$ cat src/rtl/pipe_ctrl_if.sv
// Control-unit bundle: hazard inputs from the datapath, stall/bubble and status outputs back to it.
interface pipe_ctrl_if #(parameter int CNT_W = 32);
    logic [3:0]       D_icode_i;
    logic [3:0]       E_icode_i;
    logic [3:0]       M_icode_i;
    logic [3:0]       E_dstM_i;
    logic [3:0]       d_srcA_i;
    logic [3:0]       d_srcB_i;
    logic             e_Cnd_i;
    logic [2:0]       m_stat_i;
    logic [2:0]       W_stat_i;
    logic             freeze_req_i;
    logic             cnt_clr_i;
    logic             F_stall_o;
    logic             D_stall_o;
    logic             D_bubble_o;
    logic             E_bubble_o;
    logic             M_bubble_o;
    logic             W_stall_o;
    logic             set_cc_o;
    logic             freeze_ack_o;
    logic             halted_o;
    logic [CNT_W-1:0] cyc_cnt_o;
    logic [CNT_W-1:0] lu_cnt_o;
    logic [CNT_W-1:0] mispred_cnt_o;
    logic [CNT_W-1:0] ret_cnt_o;

    modport master (
        output D_icode_i, E_icode_i, M_icode_i, E_dstM_i, d_srcA_i, d_srcB_i,
               e_Cnd_i, m_stat_i, W_stat_i, freeze_req_i, cnt_clr_i,
        input  F_stall_o, D_stall_o, D_bubble_o, E_bubble_o, M_bubble_o, W_stall_o,
               set_cc_o, freeze_ack_o, halted_o, cyc_cnt_o, lu_cnt_o, mispred_cnt_o, ret_cnt_o
    );

    modport slave (
        input  D_icode_i, E_icode_i, M_icode_i, E_dstM_i, d_srcA_i, d_srcB_i,
               e_Cnd_i, m_stat_i, W_stat_i, freeze_req_i, cnt_clr_i,
        output F_stall_o, D_stall_o, D_bubble_o, E_bubble_o, M_bubble_o, W_stall_o,
               set_cc_o, freeze_ack_o, halted_o, cyc_cnt_o, lu_cnt_o, mispred_cnt_o, ret_cnt_o
    );
endinterface

$ cat src/rtl/pipe_ctrl.sv
// Y86-64 pipeline control: combinational stall/bubble generation plus run/drain/frozen/stopped FSM.
// Controls have zero latency; ack/halted/counters are registered. Freeze waits for hazards to clear.
module pipe_ctrl #(
    parameter int CNT_W        = 32,
    parameter int DRAIN_CYCLES = 3
) (
    input logic         clk_i,
    input logic         rst_i,
    pipe_ctrl_if.slave  pc
);
    localparam logic [3:0] I_MRMOVQ = 4'h5;
    localparam logic [3:0] I_OPQ    = 4'h6;
    localparam logic [3:0] I_JXX    = 4'h7;
    localparam logic [3:0] I_RET    = 4'h9;
    localparam logic [3:0] I_POPQ   = 4'hB;
    localparam logic [3:0] R_NONE   = 4'hF;
    localparam int         DW       = (DRAIN_CYCLES > 1) ? $clog2(DRAIN_CYCLES) : 1;
    localparam logic [DW-1:0] DRAIN_LAST = DW'(DRAIN_CYCLES - 1);

    typedef enum logic [1:0] {RUN, DRAIN, FROZEN, STOPPED} state_t;

    state_t        state, state_nxt;
    logic [DW-1:0] drain_cnt, drain_cnt_nxt;
    logic          lu, mp, rt, xm, xw;

    function automatic logic is_exc(input logic [2:0] s);
        return (s == 3'd2) || (s == 3'd3) || (s == 3'd4);
    endfunction

    function automatic logic [CNT_W-1:0] sat_inc(input logic [CNT_W-1:0] v, input logic en);
        return (en && (v != '1)) ? v + 1'b1 : v;
    endfunction

    always_comb begin
        lu = ((pc.E_icode_i == I_MRMOVQ) || (pc.E_icode_i == I_POPQ)) &&
             (pc.E_dstM_i != R_NONE) &&
             ((pc.E_dstM_i == pc.d_srcA_i) || (pc.E_dstM_i == pc.d_srcB_i));
        mp = (pc.E_icode_i == I_JXX) && !pc.e_Cnd_i;
        rt = (pc.D_icode_i == I_RET) || (pc.E_icode_i == I_RET) || (pc.M_icode_i == I_RET);
        xm = is_exc(pc.m_stat_i);
        xw = is_exc(pc.W_stat_i);
    end

    always_ff @(posedge clk_i) begin
        if (rst_i) begin
            state           <= RUN;
            drain_cnt       <= '0;
            pc.freeze_ack_o <= 1'b0;
            pc.halted_o     <= 1'b0;
        end else begin
            state           <= state_nxt;
            drain_cnt       <= drain_cnt_nxt;
            pc.freeze_ack_o <= (state_nxt == FROZEN);
            pc.halted_o     <= (state_nxt == STOPPED);
        end
    end

    always_comb begin
        state_nxt     = state;
        drain_cnt_nxt = drain_cnt;
        pc.F_stall_o  = lu | rt;
        pc.D_stall_o  = lu;
        pc.D_bubble_o = mp | (rt & ~lu);
        pc.E_bubble_o = mp | lu;
        pc.M_bubble_o = xm | xw;
        pc.W_stall_o  = xw;
        pc.set_cc_o   = (pc.E_icode_i == I_OPQ) & ~xm & ~xw;

        case (state)
            RUN: begin
                if (xw) begin
                    state_nxt = STOPPED;
                end else if (pc.freeze_req_i && !lu && !mp && !rt) begin
                    state_nxt     = DRAIN;
                    drain_cnt_nxt = '0;
                end
            end
            DRAIN: begin
                pc.F_stall_o  = 1'b1;
                pc.D_stall_o  = 1'b1;
                pc.E_bubble_o = 1'b1;
                if (xw) begin
                    state_nxt = STOPPED;
                end else if (!pc.freeze_req_i) begin
                    state_nxt = RUN;
                end else if (drain_cnt == DRAIN_LAST) begin
                    state_nxt = FROZEN;
                end else begin
                    drain_cnt_nxt = drain_cnt + 1'b1;
                end
            end
            FROZEN: begin
                pc.F_stall_o  = 1'b1;
                pc.D_stall_o  = 1'b1;
                pc.E_bubble_o = 1'b1;
                if (!pc.freeze_req_i) state_nxt = RUN;
            end
            default: begin
                pc.F_stall_o  = 1'b1;
                pc.D_stall_o  = 1'b1;
                pc.W_stall_o  = 1'b1;
                pc.D_bubble_o = 1'b1;
                pc.E_bubble_o = 1'b1;
                pc.M_bubble_o = 1'b1;
                pc.set_cc_o   = 1'b0;
            end
        endcase

        // Reset flushes the pipe with bubbles rather than holding stale registers.
        if (rst_i) begin
            pc.F_stall_o  = 1'b0;
            pc.D_stall_o  = 1'b0;
            pc.W_stall_o  = 1'b0;
            pc.D_bubble_o = 1'b1;
            pc.E_bubble_o = 1'b1;
            pc.M_bubble_o = 1'b1;
            pc.set_cc_o   = 1'b0;
        end
    end

    always_ff @(posedge clk_i) begin
        if (rst_i || pc.cnt_clr_i) begin
            pc.cyc_cnt_o     <= '0;
            pc.lu_cnt_o      <= '0;
            pc.mispred_cnt_o <= '0;
            pc.ret_cnt_o     <= '0;
        end else if (state == RUN) begin
            pc.cyc_cnt_o     <= sat_inc(pc.cyc_cnt_o, 1'b1);
            pc.lu_cnt_o      <= sat_inc(pc.lu_cnt_o, lu);
            pc.mispred_cnt_o <= sat_inc(pc.mispred_cnt_o, mp);
            pc.ret_cnt_o     <= sat_inc(pc.ret_cnt_o, rt & ~lu);
        end
    end
endmodule

$ cat src/flat_wrapper.sv
// flat-port wrapper written by rule: the top's interface ports become plain ports
module pipe_ctrl_flat 
#(
    parameter int CNT_W        = 32,
    parameter int DRAIN_CYCLES = 3
)
  (clk_i, rst_i, pc_D_icode_i, pc_E_icode_i, pc_M_icode_i, pc_E_dstM_i, pc_d_srcA_i, pc_d_srcB_i, pc_e_Cnd_i, pc_m_stat_i, pc_W_stat_i, pc_freeze_req_i, pc_cnt_clr_i, pc_F_stall_o, pc_D_stall_o, pc_D_bubble_o, pc_E_bubble_o, pc_M_bubble_o, pc_W_stall_o, pc_set_cc_o, pc_freeze_ack_o, pc_halted_o, pc_cyc_cnt_o, pc_lu_cnt_o, pc_mispred_cnt_o, pc_ret_cnt_o);
  pipe_ctrl_if #(.CNT_W(CNT_W)) pc_i ();
  input logic clk_i;
  input logic rst_i;
  input wire logic [$bits(pc_i.D_icode_i)-1:0] pc_D_icode_i;
  input wire logic [$bits(pc_i.E_icode_i)-1:0] pc_E_icode_i;
  input wire logic [$bits(pc_i.M_icode_i)-1:0] pc_M_icode_i;
  input wire logic [$bits(pc_i.E_dstM_i)-1:0] pc_E_dstM_i;
  input wire logic [$bits(pc_i.d_srcA_i)-1:0] pc_d_srcA_i;
  input wire logic [$bits(pc_i.d_srcB_i)-1:0] pc_d_srcB_i;
  input wire logic [$bits(pc_i.e_Cnd_i)-1:0] pc_e_Cnd_i;
  input wire logic [$bits(pc_i.m_stat_i)-1:0] pc_m_stat_i;
  input wire logic [$bits(pc_i.W_stat_i)-1:0] pc_W_stat_i;
  input wire logic [$bits(pc_i.freeze_req_i)-1:0] pc_freeze_req_i;
  input wire logic [$bits(pc_i.cnt_clr_i)-1:0] pc_cnt_clr_i;
  output wire logic [$bits(pc_i.F_stall_o)-1:0] pc_F_stall_o;
  output wire logic [$bits(pc_i.D_stall_o)-1:0] pc_D_stall_o;
  output wire logic [$bits(pc_i.D_bubble_o)-1:0] pc_D_bubble_o;
  output wire logic [$bits(pc_i.E_bubble_o)-1:0] pc_E_bubble_o;
  output wire logic [$bits(pc_i.M_bubble_o)-1:0] pc_M_bubble_o;
  output wire logic [$bits(pc_i.W_stall_o)-1:0] pc_W_stall_o;
  output wire logic [$bits(pc_i.set_cc_o)-1:0] pc_set_cc_o;
  output wire logic [$bits(pc_i.freeze_ack_o)-1:0] pc_freeze_ack_o;
  output wire logic [$bits(pc_i.halted_o)-1:0] pc_halted_o;
  output wire logic [$bits(pc_i.cyc_cnt_o)-1:0] pc_cyc_cnt_o;
  output wire logic [$bits(pc_i.lu_cnt_o)-1:0] pc_lu_cnt_o;
  output wire logic [$bits(pc_i.mispred_cnt_o)-1:0] pc_mispred_cnt_o;
  output wire logic [$bits(pc_i.ret_cnt_o)-1:0] pc_ret_cnt_o;
  assign pc_i.D_icode_i = pc_D_icode_i;
  assign pc_i.E_icode_i = pc_E_icode_i;
  assign pc_i.M_icode_i = pc_M_icode_i;
  assign pc_i.E_dstM_i = pc_E_dstM_i;
  assign pc_i.d_srcA_i = pc_d_srcA_i;
  assign pc_i.d_srcB_i = pc_d_srcB_i;
  assign pc_i.e_Cnd_i = pc_e_Cnd_i;
  assign pc_i.m_stat_i = pc_m_stat_i;
  assign pc_i.W_stat_i = pc_W_stat_i;
  assign pc_i.freeze_req_i = pc_freeze_req_i;
  assign pc_i.cnt_clr_i = pc_cnt_clr_i;
  assign pc_F_stall_o = pc_i.F_stall_o;
  assign pc_D_stall_o = pc_i.D_stall_o;
  assign pc_D_bubble_o = pc_i.D_bubble_o;
  assign pc_E_bubble_o = pc_i.E_bubble_o;
  assign pc_M_bubble_o = pc_i.M_bubble_o;
  assign pc_W_stall_o = pc_i.W_stall_o;
  assign pc_set_cc_o = pc_i.set_cc_o;
  assign pc_freeze_ack_o = pc_i.freeze_ack_o;
  assign pc_halted_o = pc_i.halted_o;
  assign pc_cyc_cnt_o = pc_i.cyc_cnt_o;
  assign pc_lu_cnt_o = pc_i.lu_cnt_o;
  assign pc_mispred_cnt_o = pc_i.mispred_cnt_o;
  assign pc_ret_cnt_o = pc_i.ret_cnt_o;
  pipe_ctrl #(.CNT_W(CNT_W), .DRAIN_CYCLES(DRAIN_CYCLES)) u_core (.clk_i(clk_i), .rst_i(rst_i), .pc(pc_i));
endmodule
$ cat config.mk
export PLATFORM = sky130hd
export DESIGN_NAME = pipe_ctrl_flat
export DESIGN_NICKNAME = d
export VERILOG_FILES = /design/src/rtl/pipe_ctrl_if.sv /design/src/rtl/pipe_ctrl.sv /design/src/flat_wrapper.sv
export SDC_FILE = /design/constraint.sdc
export NUM_CORES = 1
export LEC_CHECK = 0
export ABC_AREA = 1
export BUFFER_PORTS_ARGS = -buffer_cell sky130_fd_sc_hd__buf_2
export CAP_MARGIN = 20
export CORE_MARGIN = 1
export CORE_UTILIZATION = 55
export DETAILED_ROUTE_END_ITERATION = 8
export PLACE_DENSITY = 0.83
export SLEW_MARGIN = 20
export SYNTH_ARGS = -nofsm -noshare
export SYNTH_HDL_FRONTEND = slang
export SYNTH_SLANG_ARGS = --single-unit
$ cat constraint.sdc
create_clock -name clk_i -period 5.5 [get_ports clk_i]
set_input_delay 0.275 -clock clk_i [delete_from_list [all_inputs] [get_ports clk_i]]
set_output_delay 0.275 -clock clk_i [all_outputs]
set_load 0.1 [all_outputs]
# ---- After elaboration in Yosys (flattened, before gate mapping)
# Index checks and enable logic that the tools add are counted.
dict set report word_totals {
  register_bits 134
  input_bits 35
  output_inout_bits 137
  wordCells 110
}
dict set report op_classes {
  n_addsub 5
  n_eq_ne 30
  muxes 27
  n_bitwise 10
  n_reduce_logical 30
}
# operator count
set op_table {}
lappend op_table {{adder 32 x 1 -> 32 bit, second input constant} 4}
lappend op_table {{!= test 32 bit, second input constant} 4}
lappend op_table {{two-way mux 2 bit} 11}
lappend op_table {{equality test 4 bit, second input constant} 4}
lappend op_table {{two-way mux 1 bit} 14}
lappend op_table {{equality test 3 x 2 -> 1 bit, second input constant} 4}
lappend op_table {{equality test 4 x 3 -> 1 bit, second input constant} 3}
lappend op_table {{logical AND 1 bit} 9}
lappend op_table {{logical OR 1 bit} 9}
lappend op_table {{equality test 2 bit, second input constant} 4}
lappend op_table {{equality test 4 bit} 2}
lappend op_table {{!= test 2 bit, second input constant} 4}
lappend op_table {{AND reduction 2 bit} 4}
lappend op_table {{equality test 3 bit, second input constant} 2}
lappend op_table {{case mux 2 bit (3 select lines)} 1}
lappend op_table {{AND reduction 6 bit} 1}
lappend op_table {{logical NOT 1 bit} 4}
lappend op_table {{!= test 4 bit, second input constant} 1}
lappend op_table {{OR 1 bit} 4}
lappend op_table {{case mux 2 bit (2 select lines)} 1}
lappend op_table {{AND 1 bit} 3}
lappend op_table {{inverter 1 bit} 3}
lappend op_table {{OR reduction 3 bit} 1}
lappend op_table {{adder 2 x 1 -> 2 bit, second input constant} 1}
lappend op_table {{4 further kinds} 4}

# ---- Logic depth before layout (Yosys ltp)
dict set report logic_depth {
  ltp_word 12
  ltp_mapped 14
  depth_no_buf 14
}

# ---- Worst setup path after synthesis
# No wires, ideal clock.
dict set report synth_timing {
  path_type {input port to output port}
  from {input port pc_W_stat_i[1]}
  to {output port pc_set_cc_o}
  t_arrival_ns 4.435
  t_required_ns 5.225
  path_slack_ns 0.790
  path_stages 6
  n_path_buf 0
  cell_sequence {inv_1 > nor2_1 > a21oi_1 > nand2_1 > or3_1 > nor4_1}
}
dict set report synth_between {
  elab_chain_cells 7
  elab_cells_between_ends 9
  classes_between {eq/ne (3); mux (2); bitwise (2); reduce/logical (2)}
}
# element line
set synth_lines {}
lappend synth_lines {{start: declaration} flat_wrapper.sv:19} ;# input wire logic [$bits(pc_i.W_stat_i)-1:0] pc_W_stat_i;
lappend synth_lines {{equality test 3 x 2 -> 1 bit} pipe_ctrl.sv:27} ;# return (s == 3'd2) || (s == 3'd3) || (s == 3'd4);
lappend synth_lines {{logical OR 1 bit} pipe_ctrl.sv:27}
lappend synth_lines {{logical OR 1 bit *} pipe_ctrl.sv:27}
lappend synth_lines {{inverter 1 bit *} pipe_ctrl.sv:67} ;# pc.set_cc_o = (pc.E_icode_i == I_OPQ) & ~xm & ~xw;
lappend synth_lines {{AND 1 bit *} pipe_ctrl.sv:67}
lappend synth_lines {{two-way mux 1 bit *} pipe_ctrl.sv:69} ;# case (state)
lappend synth_lines {{two-way mux 1 bit *} pipe_ctrl.sv:110} ;# if (rst_i) begin
lappend synth_lines {{end: declaration} flat_wrapper.sv:28} ;# output wire logic [$bits(pc_i.set_cc_o)-1:0] pc_set_cc_o;
# Every way passes the cells marked *; elsewhere a longest branch is shown, timed or not.

# ---- Final worst setup path
dict set report layout_timing {
  from {register u_core.pc.mispred_cnt_o[0] (netlist name)}
  to {register u_core.pc.mispred_cnt_o[5] (netlist name)}
}
dict set report layout_between {
  elab_chain_cells 3
  elab_cells_between_ends 4
  classes_between {add/sub (1); eq/ne (1); reduce/logical (2)}
}
# element line
set layout_lines {}
lappend layout_lines {{start: declaration} pipe_ctrl_if.sv:39} ;# set_cc_o, freeze_ack_o, halted_o, cyc_cnt_o, lu_cnt_o, mispred_cnt_o, ret_cnt_o
lappend layout_lines {{start signal: assignment} pipe_ctrl.sv:130} ;# pc.mispred_cnt_o <= sat_inc(pc.mispred_cnt_o, mp);
lappend layout_lines {{parallel branches: the longest is 3 deep, another holds adder 32 x 1 -> 32 bit} --}
# Parallel ways; which one is timed is not known.
# A chain may end at the register's enable or synchronous reset.

==> flow_summary.ini <==
[hold_path]
hold_class = input pin to flop
hp-start = rst_i

[sta]
finalHoldViolations = 0
hold_ws_ns = 0.159
slew_violations = 0
finalSetupViolCount = 0
worst_pin_slew_ns = 0.977
finalCritPeriodShare_pct = 48.2
slew_headroom_pct = 34.7
skew_ns = 0.00891
rsz0062_at_grt = no
post-route-min-period_ns = 2.65
clock.fmax_ghz = 0.377
timing.setup.tns_ns = 0

[floorplanning]
die_y_microns = 128
die_area_sq_um = 16300
die_x_microns = 128
io_pins = 172
start_util_pct = 56.7
rows = 45
core-area_sq_um = 15300

[global_route]
antenna_found_initial = 0
grt.overflow.total = 0
grt_pass1_vias = 8257
grt_max_degree = 62
grt.total_usage_pct = 29.8
grt_first_pass_wirelength_microns = 39200

[flow_run]
max-cap-violations = 0

[critical_path]
max_stage_delay_ns = 0.68
crit_type = flop to flop
path_common_cell = nand2_1
path_cells = ha_1 > nand2_1 > nor2_1 > nand2_2 > nor2_2 > nand2_1 > nand3_2 > inv_2 > o21ai_0 > a21oi_1
end_kind = flop
critPathLaunch = u_core.pc.mispred_cnt_o[0]
worst-endpoint-required_ns = 5.85
critPathLaunchType = flop
r2r-start = u_core.pc.mispred_cnt_o[0]
arrival_ns = 3.00
crit_fanout = 35
cpMaxStageDelayCell = inv_2

[place]
port-buffer-count = 171
dp_cells = 1742
hpwl_microns = 17700
gp_congestion = 0.957

[routing]
routed_wl_microns = 24200
vias = 9535
routedWlPerCell_microns = 13.7
ant_nets = 0
vias_per_cell = 5.39
drcViolationCount = 0
dr.pass1.iters = 5
drt_iter0_markers = 752

[synthesis]
synth_most_common_cell = nand2_1
yosysWarnings = 0
synthTopCellsByArea = dfxtp_1 31%, nand2_1 20%, nor2_1 8.2%, a21oi_1 5.6%, nand3_1 5.3%
synth-seq-cells = 134
syn_area_sq_um = 8690
synth_cells = 1395
synthArstFlopShare_pct = 0
synth.avg_cell_area_sq_um = 6.23
synthFlopType = dfxtp_1
synth_common_cells = 471 x nand2_1, 190 x nor2_1, 134 x dfxtp_1
synth_edf_count = 0
ys_types = 41
synth_top_area_share_pct = 30.9
synth_top_area_cell = dfxtp_1
ys_seq_area_share_pct = 30.9
syn_nets = 1435

[layout]
post_layout_nonfiller_instances = 1770
fin_nets = 1590
diodes = 0
drive_gt1_share_pct = 18.0
post-route-util_pct = 66.2
syn_to_final_growth_pct = 16.6

[cts]
clk_pin_slew_worst_paths_ns = 0.06
cts_setup_buffers = 0
cts_buffers = 17
cts_sinks = 134
hold_buffers = 0
clockBufferDepth = 2
cts_tree = done
clock_latency_ns = 0.42
clockRootBuffer = clkbuf_16
cts.repair.resized = 0
cts_max_level = 4

[power_and_ir_drop]
powerDensity_nw_per_um2 = 224
p_leak_nw = 4.07
ir_drop_mv = 0.230

[outcome]
status = complete, no violations
-- state kept, by name, summed over array words and instances, names as in the netlist, named ones only --
signal	cells
u_core.pc.freeze_ack_o	1
u_core.drain_cnt	2
u_core.pc.mispred_cnt_o	32
u_core.pc.ret_cnt_o	32
u_core.pc.lu_cnt_o	32
u_core.pc.halted_o	1
u_core.pc.cyc_cnt_o	32
u_core.state	1
-- power by group --
group	internal (W)	switching, W	leakage (nW)
Clock	0.000657	0.000410	0.264
Combinational	0.0000443	0.000173	2.72
Sequential	0.000978	0.00000642	1.08
Total	0.00168	0.000590	4.07
-- area by class of cell --
| cell class | count | area, sq um |
|---|---|---|
| Multi-Input combinational cell | 1100 | 5310 |
| Fill cell | 1411 | 5180 |
| Tap cell | 211 | 264 |
| Clock inverter | 4 | 47.5 |
| Clock buffer | 24 | 492 |
| Inverter | 123 | 463 |
| Sequential cell | 134 | 2680 |
| Timing Repair Buffer | 174 | 878 |
-- layer usage --
metal,track usage [%],wire (microns),up-vias
li1,-,-,4752
met1,40.1,10800,4345
met2,47.0,11000,383
met3,5.09,1650,55
met4,13.1,730,0
met5,0,0,-
-- kinds of logic after synthesis --
family          synth area share [%]
fa+ha+maj                      0.720
xor+xnor                        6.15
compound gates                  9.37
flops                           30.9
simple gates                    44.7
buf+inv                         8.16
-- cells in the final DEF, fill, tap and decap left out, types with 3 or more instances in the layout --
| cell | n |
|---|---|
| a21oi_1 | 97 |
| nor2_1 | 189 |
| xnor2_1 | 17 |
| nand2_2 | 16 |
| o21ai_0 | 17 |
| clkbuf_16 | 17 |
| nor3_2 | 7 |
| nor2_2 | 12 |
| nand4_1 | 19 |
| nor3b_1 | 4 |
| inv_2 | 11 |
| nand2_1 | 471 |
| a21oi_2 | 19 |
| clkbuf_1 | 3 |
| dfxtp_1 | 134 |
| nand3b_1 | 20 |
| ha_1 | 5 |
| nor2_4 | 5 |
| nor3_1 | 44 |
| inv_1 | 110 |
| buf_2 | 171 |
| o21bai_1 | 3 |
| nand3_1 | 92 |
| xor2_1 | 44 |
| buf_4 | 3 |
| clkbuf_8 | 4 |
| nand2_4 | 3 |
| clkinv_2 | 3 |
-- final timing paths --
kind | to | slack [ns] | depth (start not counted)
setup / recovery | u_core.pc.mispred_cnt_o[5] | 2.85 | 10
hold reg to reg | u_core.drain_cnt[0] | 0.48 | 2
hold / removal | u_core.pc.halted_o | 0.16 | 2
setup reg to reg | u_core.pc.mispred_cnt_o[5] | 2.85 | 10
-- through the flow --
step,area (sq um),setup WS [ns],power (W)
3_5_place_dp,9590,2.70,0.00122
2_1_floorplan,8690,0.790,0.00118
4_1_cts,10100,2.87,0.00227
6_report,10100,2.85,0.00227
3_3_place_gp,9590,2.75,0.00122
5_1_grt,10100,2.61,0.00234
-- critical path: cells and delay by family, from the launching register on --
kind,cells,cell delay (ns)
AOI/OAI and AO/OA,2,0.34
adders and majority gates,1,0.25
buffers and inverters,1,0.68
DFF,1,0.34
and+or+nand+nor,6,0.96
Note: power is estimated with default switching activity, not from simulation.
